--- config.mk ---
export PLATFORM = sky130hd
export DESIGN_NAME = change_dispenser
export DESIGN_NICKNAME = d
export VERILOG_FILES = /design/src/rtl/change_dispenser.sv
export SDC_FILE = /design/constraint.sdc
export NUM_CORES = 1
export LEC_CHECK = 0
export BUFFER_PORTS_ARGS = -buffer_cell sky130_fd_sc_hd__buf_4
export CAP_MARGIN = 20
export CORE_ASPECT_RATIO = 0.75
export CORE_UTILIZATION = 56
export CTS_BUF_LIST = sky130_fd_sc_hd__clkbuf_16
export CTS_CLUSTER_DIAMETER = 120
export CTS_CLUSTER_SIZE = 8
export DETAILED_ROUTE_END_ITERATION = 8
export GPL_TIMING_DRIVEN = 0
export PLACE_DENSITY = 0.91
export SYNTH_ARGS = -nofsm -noshare
export SYNTH_HDL_FRONTEND = slang
export SYNTH_SLANG_ARGS = --single-unit
export TNS_END_PERCENT = 10
--- constraint.sdc ---
create_clock -name i_clk -period 2.2 [get_ports i_clk]
set_input_delay 0.22 -clock i_clk [delete_from_list [all_inputs] [get_ports i_clk]]
set_output_delay 0.22 -clock i_clk [all_outputs]
set_load 0.01 [all_outputs]
--- src/rtl/change_dispenser.sv ---
// Greedy change dispenser: turns a change amount into single-coin eject requests
// to a four-tube hopper using a four-phase req/ack handshake with an ack timeout.
module change_dispenser #(
    parameter logic [6:0]  COIN_A_VALUE = 7'd10,
    parameter logic [6:0]  COIN_B_VALUE = 7'd5,
    parameter logic [6:0]  COIN_C_VALUE = 7'd2,
    parameter logic [6:0]  COIN_D_VALUE = 7'd1,
    parameter logic [15:0] ACK_TIMEOUT  = 16'd1000
) (
    input  logic       i_clk,
    input  logic       i_rst,
    input  logic       i_change_valid,
    input  logic [6:0] i_change_amount,
    input  logic [3:0] i_tube_empty,
    input  logic       i_eject_ack,
    input  logic       i_clear,
    output logic       o_busy,
    output logic       o_eject_req,
    output logic [1:0] o_eject_sel,
    output logic       o_done,
    output logic       o_error,
    output logic [6:0] o_remaining,
    output logic [6:0] o_coin_count
);

    typedef enum logic [2:0] {
        ST_IDLE    = 3'd0,
        ST_SELECT  = 3'd1,
        ST_EJECT   = 3'd2,
        ST_RELEASE = 3'd3,
        ST_DONE    = 3'd4,
        ST_ERROR   = 3'd5
    } state_t;

    state_t      state_q, state_d;
    logic [6:0]  remaining_q, remaining_d;
    logic [6:0]  coin_count_q, coin_count_d;
    logic [1:0]  sel_q, sel_d;
    logic [15:0] timer_q, timer_d;
    logic [3:0]  elig_s;

    function automatic logic [6:0] coin_value(input logic [1:0] sel);
        case (sel)
            2'd0:    coin_value = COIN_A_VALUE;
            2'd1:    coin_value = COIN_B_VALUE;
            2'd2:    coin_value = COIN_C_VALUE;
            2'd3:    coin_value = COIN_D_VALUE;
            default: coin_value = 7'd0;
        endcase
    endfunction

    // Tube n is eligible when it is stocked and its coin fits in the amount owed.
    always_comb begin
        elig_s[0] = (COIN_A_VALUE <= remaining_q) && !i_tube_empty[0];
        elig_s[1] = (COIN_B_VALUE <= remaining_q) && !i_tube_empty[1];
        elig_s[2] = (COIN_C_VALUE <= remaining_q) && !i_tube_empty[2];
        elig_s[3] = (COIN_D_VALUE <= remaining_q) && !i_tube_empty[3];
    end

    // Next-state and datapath update.
    always_comb begin
        state_d      = state_q;
        remaining_d  = remaining_q;
        coin_count_d = coin_count_q;
        sel_d        = sel_q;
        timer_d      = timer_q;
        case (state_q)
            ST_IDLE: begin
                if (i_change_valid) begin
                    remaining_d  = i_change_amount;
                    coin_count_d = 7'd0;
                    timer_d      = 16'd0;
                    state_d      = (i_change_amount == 7'd0) ? ST_DONE : ST_SELECT;
                end else begin
                    state_d = ST_IDLE;
                end
            end
            ST_SELECT: begin
                timer_d = 16'd0;
                if (remaining_q == 7'd0) begin
                    state_d = ST_DONE;
                end else if (elig_s[0]) begin
                    sel_d   = 2'd0;
                    state_d = ST_EJECT;
                end else if (elig_s[1]) begin
                    sel_d   = 2'd1;
                    state_d = ST_EJECT;
                end else if (elig_s[2]) begin
                    sel_d   = 2'd2;
                    state_d = ST_EJECT;
                end else if (elig_s[3]) begin
                    sel_d   = 2'd3;
                    state_d = ST_EJECT;
                end else begin
                    state_d = ST_ERROR;
                end
            end
            ST_EJECT: begin
                // Ack is checked first so an ack on the final timeout cycle is accepted.
                if (i_eject_ack) begin
                    remaining_d  = remaining_q - coin_value(sel_q);
                    coin_count_d = coin_count_q + 7'd1;
                    state_d      = ST_RELEASE;
                end else if (timer_q == (ACK_TIMEOUT - 16'd1)) begin
                    state_d = ST_ERROR;
                end else begin
                    timer_d = timer_q + 16'd1;
                end
            end
            ST_RELEASE: begin
                if (!i_eject_ack) begin
                    timer_d = 16'd0;
                    state_d = ST_SELECT;
                end else begin
                    state_d = ST_RELEASE;
                end
            end
            ST_DONE: begin
                state_d = ST_IDLE;
            end
            ST_ERROR: begin
                if (i_clear) begin
                    remaining_d = 7'd0;
                    state_d     = ST_IDLE;
                end else begin
                    state_d = ST_ERROR;
                end
            end
            default: begin
                state_d = ST_IDLE;
            end
        endcase
    end

    // State and datapath registers with synchronous reset.
    always_ff @(posedge i_clk) begin
        if (i_rst) begin
            state_q      <= ST_IDLE;
            remaining_q  <= 7'd0;
            coin_count_q <= 7'd0;
            sel_q        <= 2'd0;
            timer_q      <= 16'd0;
        end else begin
            state_q      <= state_d;
            remaining_q  <= remaining_d;
            coin_count_q <= coin_count_d;
            sel_q        <= sel_d;
            timer_q      <= timer_d;
        end
    end

    assign o_busy       = (state_q != ST_IDLE);
    assign o_eject_req  = (state_q == ST_EJECT);
    assign o_eject_sel  = sel_q;
    assign o_done       = (state_q == ST_DONE);
    assign o_error      = (state_q == ST_ERROR);
    assign o_remaining  = remaining_q;
    assign o_coin_count = coin_count_q;

endmodule

==> summary.md, run 1 <==
| Metric | Value |
|---|---|
| Die Ht | 54.9 µm |
| Die X | 72.6 µm |
| PortBufs | 35 |
| Final min period | 2.10 ns |
| Seq/Total Area, Yosys | 0.335 |
| Final Hold Viols | 0 |
| Synth area leader | dfxtp_1 |
| Unrepaired setup endpoints after global routing | false |
| Worst Tran Pin Value | 0.659 ns |
| CP Data Required Time | 2.34 ns |
| Vias/cell | 6.02 |
| Setup repair bufs after CTS | 0 |
| FFs w/ async S/R, synth | 0 |
| Most used DFF post-synth | dfxtp_1 |
| Peak supply drop | 0.805 mV |
| Hpwl dp | 4030 µm |
| Pin count of the biggest net entering global routing | 11 |
| Mapped Area | 0.00209 mm² |
| Antenna cells | 0 |
| Max Clk Rate | 476 MHz |
| Largest fanout on the critical path | 5 |
| Sequential Area | 701 µm² |
| Clk_lat worst skew | 0.28 ns |
| Setup_tns | 0 ns |
| RePlAce Congestion | 0.983 |
| Wire length per cell | 15.4 µm |
| Vias in the first global route | 1831 |
| Initial DRT Pass Iterations | 4 |
| # DRC | 0 |
| Post-synth top area share | 0.335 |
| Max clock buf depth | 2 |
| Area of the multi-input gates | 0.00128 mm² |
| Tcrit/Tclk final | 0.954 |
| CTS Hold Bufs | 0 |
| Synth top cells by count | dfxtp_1, nor2_1, a21oi_1 |
| Vias post-DR | 2088 |
| P&R area growth vs syn | 21.9% |
| Synth Instances | 256 |
| CORE AREA | 0.00342 mm² |
| Pins Over Slew Limit | 0 |
| Share of cells above drive strength 1 | 0.205 |
| CTS Buf Count | 5 |
| Leak pwr | 1.03 nW |
| Nature of the critical path startpoint | register |
| Root buf cell | clkbuf_16 |
| Worst rel slew slack | 0.557 |
| Clock Sinks | 35 |
| Worst slack, placed | 0.137 ns |
| Synthesized area per cell | 8.17 µm² |
| Flops & latches, synth | 35 |
| CTS tree | yes |
| Post-CTS Resized | 0 |
| Post-route ant nets | 0 |
| Die area | 0.00398 mm² |
| # fillers | 284 |
| Final setup margin | 0.100 ns |
| PwrDens | 1170 mW/mm² |
| Total gr overflow | 0 |
| Critical Path AT | 2.23 ns |
| Setup violators final | 0 |
| Yosys cell types | 58 |
| Total routed wirelength | 5340 µm |
| Post-synth EDFFs | 0 |
| Final Skew | 0.00431 ns |
| Row cnt | 18 |
| Most common cell in the netlist | dfxtp_1 |
| MaxCap Viol Count | 0 |
| CP endpoint kind | register |
| Synth Warn # | 0 |
| WS Path Type | register to register |
| Nets | 321 |
| CTS H-tree lvls | 2 |
| First-pass GRT wire length | 8710 µm |
| CTS clk-pin slew, worst paths | 0.05 ns |
| # IOs | 36 |
| Initial core utilization | 0.611 |
| Number of DRC markers in iteration 0 | 182 |
| Status | finished, final reports clean |
| Total track usage | 0.295 |
| Initial antenna violation count | 0 |
| Tightest Hold Check Type | input port to register |
| Syn Nets | 279 |
| Top post-synthesis cells by area | dfxtp_1, a21oi_1, nor2_1 |
-- per-layer routing --
metal  vias to the layer above  part of all wire  GRT usage
met1                       980              0.46      0.396
met4                         0             0.012      0.108
met5                         -                 0          0
li1                       1025                 -          -
met2                        76              0.44      0.460
met3                         7             0.085     0.0833
-- flip-flops by register name (all words and copies together) (netlist names) --
name,cells
o_eject_sel,2
state_q,3
o_coin_count,7
o_remaining,7
timer_q,16
-- cell usage in the layout (no fill, tap or decap), types with 3 or more instances in the layout --
cell type / Yosys / routed
nor3b_1: 3 / 3
nand2_1: 20 / 20
o211ai_1: 4 / 4
nor3_1: 5 / 5
nand3_1: 4 / 4
o21ai_0: 13 / 13
ha_1: 6 / 6
or3_1: 8 / 8
o2111ai_1: 5 / 5
clkbuf_16: 0 / 5
buf_2: 5 / 5
a211oi_1: 5 / 5
xnor2_1: 3 / 3
nand4_1: 5 / 5
a31oi_1: 4 / 4
clkbuf_1: 4 / 4
inv_1: 12 / 13
buf_4: 1 / 36
and3_1: 3 / 3
xor2_1: 12 / 12
a21oi_1: 22 / 21
nor4_1: 3 / 3
dfxtp_1: 35 / 35
nor2_1: 29 / 29
-- metrics by stage --
stage               hold slack [ns]  utilization  instance area [µm²]  instances  total power, W
floorplan                     0.299            -                 2090        256         0.00184
global placement              0.439        0.706                 2420        341         0.00223
detailed placement            0.448        0.706                 2420        341         0.00229
CTS                           0.160        0.743                 2540        347         0.00294
global route                  0.164        0.745                 2550        347         0.00317
finish                        0.162        0.745                 2550        347         0.00298
-- final timing paths --
check | slack [ns] | from | cells past startpoint | end
hold reg to reg | 0.48 | timer_q[15]$_SDFFE_PP0P_ | 2 | timer_q[15]$_SDFFE_PP0P_
setup reg to reg | 0.10 | o_remaining[3]$_SDFFE_PP0P_ | 5 | state_q[1]$_SDFFE_PP0P_
hold / removal | 0.16 | i_rst | 2 | o_remaining[1]$_SDFFE_PP0P_
setup / recovery | 0.10 | o_remaining[3]$_SDFFE_PP0P_ | 5 | state_q[1]$_SDFFE_PP0P_
-- critical path, stage by stage (launching register included) --
cell and delay (ns):
dfxtp_1 0.37, nor4_2 0.64, o21ai_0 0.28, a211oi_1 0.36
or2_1 0.21, a211oi_1 0.09
-- final cells by class --
cell class / count / share of cell area
multi-input combinational: 197 / 0.504
sequential: 35 / 0.275
timing repair buffer: 35 / 0.103
clock buffer: 5 / 0.0491
tap: 50 / 0.0245
buffer: 11 / 0.0231
inverter: 13 / 0.0201
clock inverter: 1 / 0.00147
-- power by group --
group | switching (W) | internal, W | total (W)
clock | 0.000237 | 0.000401 | 0.000639
sequential | 0.000134 | 0.000734 | 0.000868
combinational | 0.000884 | 0.000587 | 0.00147
total | 0.00126 | 0.00172 | 0.00298
-- logic make-up (layout without fill, tap and decap cells) --
logic type | after synthesis | count (layout) | synth area share
adders and majority gates | 7 | 7 | 0.0455
and+or+nand+nor | 102 | 102 | 0.267
xor gates and xnor gates | 15 | 15 | 0.0628
muxes | 1 | 1 | 0.00479
buffers and inverters | 24 | 65 | 0.0527
DFF | 35 | 35 | 0.335
AOI/OAI and AO/OA | 72 | 72 | 0.232
Note: power is estimated with default switching activity, not from simulation.
==> run 2: changes to the inputs <==
==> config.mk (replaced) <==
export PLATFORM = sky130hd
export DESIGN_NAME = change_dispenser
export DESIGN_NICKNAME = d
export VERILOG_FILES = /design/src/rtl/change_dispenser.sv
export SDC_FILE = /design/constraint.sdc
export NUM_CORES = 1
export LEC_CHECK = 0
export CAP_MARGIN = 20
export CORE_ASPECT_RATIO = 0.75
export CORE_UTILIZATION = 63
export CTS_BUF_LIST = sky130_fd_sc_hd__clkbuf_16
export CTS_CLUSTER_DIAMETER = 120
export CTS_CLUSTER_SIZE = 8
export DETAILED_ROUTE_END_ITERATION = 8
export DONT_BUFFER_PORTS = 1
export GPL_TIMING_DRIVEN = 0
export PLACE_DENSITY = 0.9
export SKIP_CTS_REPAIR_TIMING = 1
export SYNTH_ARGS = -nofsm -noshare
export SYNTH_HDL_FRONTEND = slang
export SYNTH_SLANG_ARGS = --single-unit
export TNS_END_PERCENT = 10
==> summary.md, run 2 (same netlist as run 1, synthesis figures left out) <==
| Metric | Value |
|---|---|
| Final Skew | 0.00173 ns |
| CTS Buf Count | 5 |
| Total track usage | 0.336 |
| Root buf cell | clkbuf_16 |
| Number of DRC markers in iteration 0 | 157 |
| R2r startpoint | o_eject_sel[0]$_SDFFE_PP0P_ |
| Critical Path AT | 2.18 ns |
| RePlAce Congestion | 0.879 |
| M1 wire length | 2460 µm |
| Row cnt | 17 |
| Post-route ant nets | 0 |
| Max FFs per register | 16 |
| Share of cells above drive strength 1 | 0.106 |
| WS Path Type | register to register |
| Peak supply drop | 0.799 mV |
| Largest register by flop count | timer_q |
| Antenna cells | 0 |
| # DRC | 0 |
| Vias post-DR | 1974 |
| Design Area, Final | 0.00229 mm² |
| First-pass GRT wire length | 8620 µm |
| Top routing layer in use | met4 |
| CP Data Required Time | 2.33 ns |
| Hpwl dp | 3720 µm |
| Worst rel slew slack | 0.575 |
| Die area | 0.00356 mm² |
| Worst Tran Pin Value | 0.633 ns |
| Initial antenna violation count | 0 |
| Leak pwr | 0.864 nW |
| Reg2Reg Capture Point | o_remaining[4]$_SDFFE_PP0P_ |
| PwrDens | 1240 mW/mm² |
| # IOs | 36 |
| Setup_tns | 0 ns |
| Pins Over Slew Limit | 0 |
| PortBufs | 0 |
| # fillers | 246 |
| Total gr overflow | 0 |
| P&R area growth vs syn | 9.52% |
| Area of the multi-input gates | 0.00129 mm² |
| Post-DP Area | 0.00214 mm² |
| Clock Sinks | 35 |
| Vias in the first global route | 1830 |
| Final min period | 2.04 ns |
| Worst Hold Launch | i_rst |
| Tcrit/Tclk final | 0.928 |
| Hold slack | 0.0175 ns |
| Sequential Area | 702 µm² |
| Status | finished, final reports clean |
| Die Ht | 51.9 µm |
| Max Clk Rate | 490 MHz |
| Most common cell after layout, fill and taps aside | dfxtp_1 |
| Vias/cell | 6.54 |
| Pin count of the biggest net entering global routing | 11 |
| Tightest Hold Check Type | input port to register |
| R2R setup slack | 0.16 ns |
| MaxCap Viol Count | 0 |
| Wire length per cell | 17.3 µm |
| Max clock buf depth | 2 |
| Unrepaired setup endpoints after global routing | false |
| Nature of the critical path startpoint | register |
| CTS tree | yes |
| Routed wl met3 | 431 µm |
| Total routed wirelength | 5230 µm |
| CTS clk-pin slew, worst paths | 0.05 ns |
| Commonest non-fill, non-tap cells in the layout | dfxtp_1, nor2_1, a21oi_1, nand2_1, inv_1 |
| Initial core utilization | 0.687 |
| CP endpoint kind | register |
| Clk_lat worst skew | 0.27 ns |
| Largest fanout on the critical path | 6 |
| DR WL met2 | 2300 µm |
| Initial DRT Pass Iterations | 5 |
| Nets | 286 |
| CORE AREA | 0.00304 mm² |
| CTS H-tree lvls | 2 |
| Hold endpoint | o_remaining[1]$_SDFFE_PP0P_ |
| Setup violators final | 0 |
| Worst hold path stage count | 1 |
| Final Hold Viols | 0 |
| Die X | 68.5 µm |
| R2R cell count | 9 |
==> run 2: cell types whose count changed in the layout (fill, tap and decap cells not counted) <==
| cell | before | now |
|---|---|---|
| buf_4 | 36 | 1 |
| clkinv_2 | 0 | 1 |
| dfxtp_1 | 35 | 34 |
| dfxtp_2 | 0 | 1 |
| inv_1 | 13 | 14 |
| nor4_2 | 1 | 0 |
| nor4_4 | 0 | 1 |
==> run 2: layout make-up <==
| type | count | share of cell area |
|---|---|---|
| clock inverter | 3 | 0.00546 |
| buffer | 11 | 0.0257 |
| inverter | 13 | 0.0224 |
| sequential | 35 | 0.307 |
| multi-input combinational | 197 | 0.564 |
| tap | 38 | 0.0208 |
| clock buffer | 5 | 0.0546 |
==> run 2: how the worst max path moves through the flow <==
stage	startpoint	endpoint	slack (ns)	cells after the start
after floorplan	o_eject_sel[0]$_SDFFE_PP0P_	o_remaining[6]$_SDFFE_PP0P_	0.26	9
after global placement	o_eject_sel[0]$_SDFFE_PP0P_	o_remaining[6]$_SDFFE_PP0P_	0.08	9
after detailed placement	o_eject_sel[0]$_SDFFE_PP0P_	o_remaining[6]$_SDFFE_PP0P_	0.04	9
after CTS	o_eject_sel[0]$_SDFFE_PP0P_	o_remaining[6]$_SDFFE_PP0P_	0.02	9
after global routing	o_eject_sel[0]$_SDFFE_PP0P_	o_remaining[6]$_SDFFE_PP0P_	0.01	9
final	o_eject_sel[0]$_SDFFE_PP0P_	o_remaining[4]$_SDFFE_PP0P_	0.16	9
==> run 2: where the power goes <==
part / total (W) / internal [W] / switching, W
logic: 0.00128 / 0.000472 / 0.000805
registers: 0.000918 / 0.000735 / 0.000183
clock network: 0.000650 / 0.000408 / 0.000242
==> run 2: critical path, stage by stage (launching register included) <==
cell	delay (ns)
dfxtp_2	0.40
clkbuf_1	0.11
ha_1	0.16
inv_1	0.06
fa_1	0.42
a21o_1	0.22
a21oi_2	0.22
nor2_1	0.07
o21ai_0	0.16
a21oi_1	0.09
==> run 2: layer usage <==
| layer | GRT usage | up-vias |
|---|---|---|
| li1 | - | 954 |
| met2 | 0.482 | 85 |
| met5 | 0 | - |
| met1 | 0.490 | 928 |
| met3 | 0.0724 | 7 |
| met4 | 0.111 | 0 |
==> run 2: stage by stage <==
step / worst slack, ns / util / std cells / power, W
finish: 0.159 / 0.753 / 302 / 0.00284
global route: 0.00960 / 0.753 / 302 / 0.00305
CTS: 0.0167 / 0.748 / 302 / 0.00278
detailed placement: 0.0372 / 0.703 / 294 / 0.00212
global placement: 0.0818 / 0.703 / 294 / 0.00208
floorplan: 0.262 / - / 256 / 0.00184
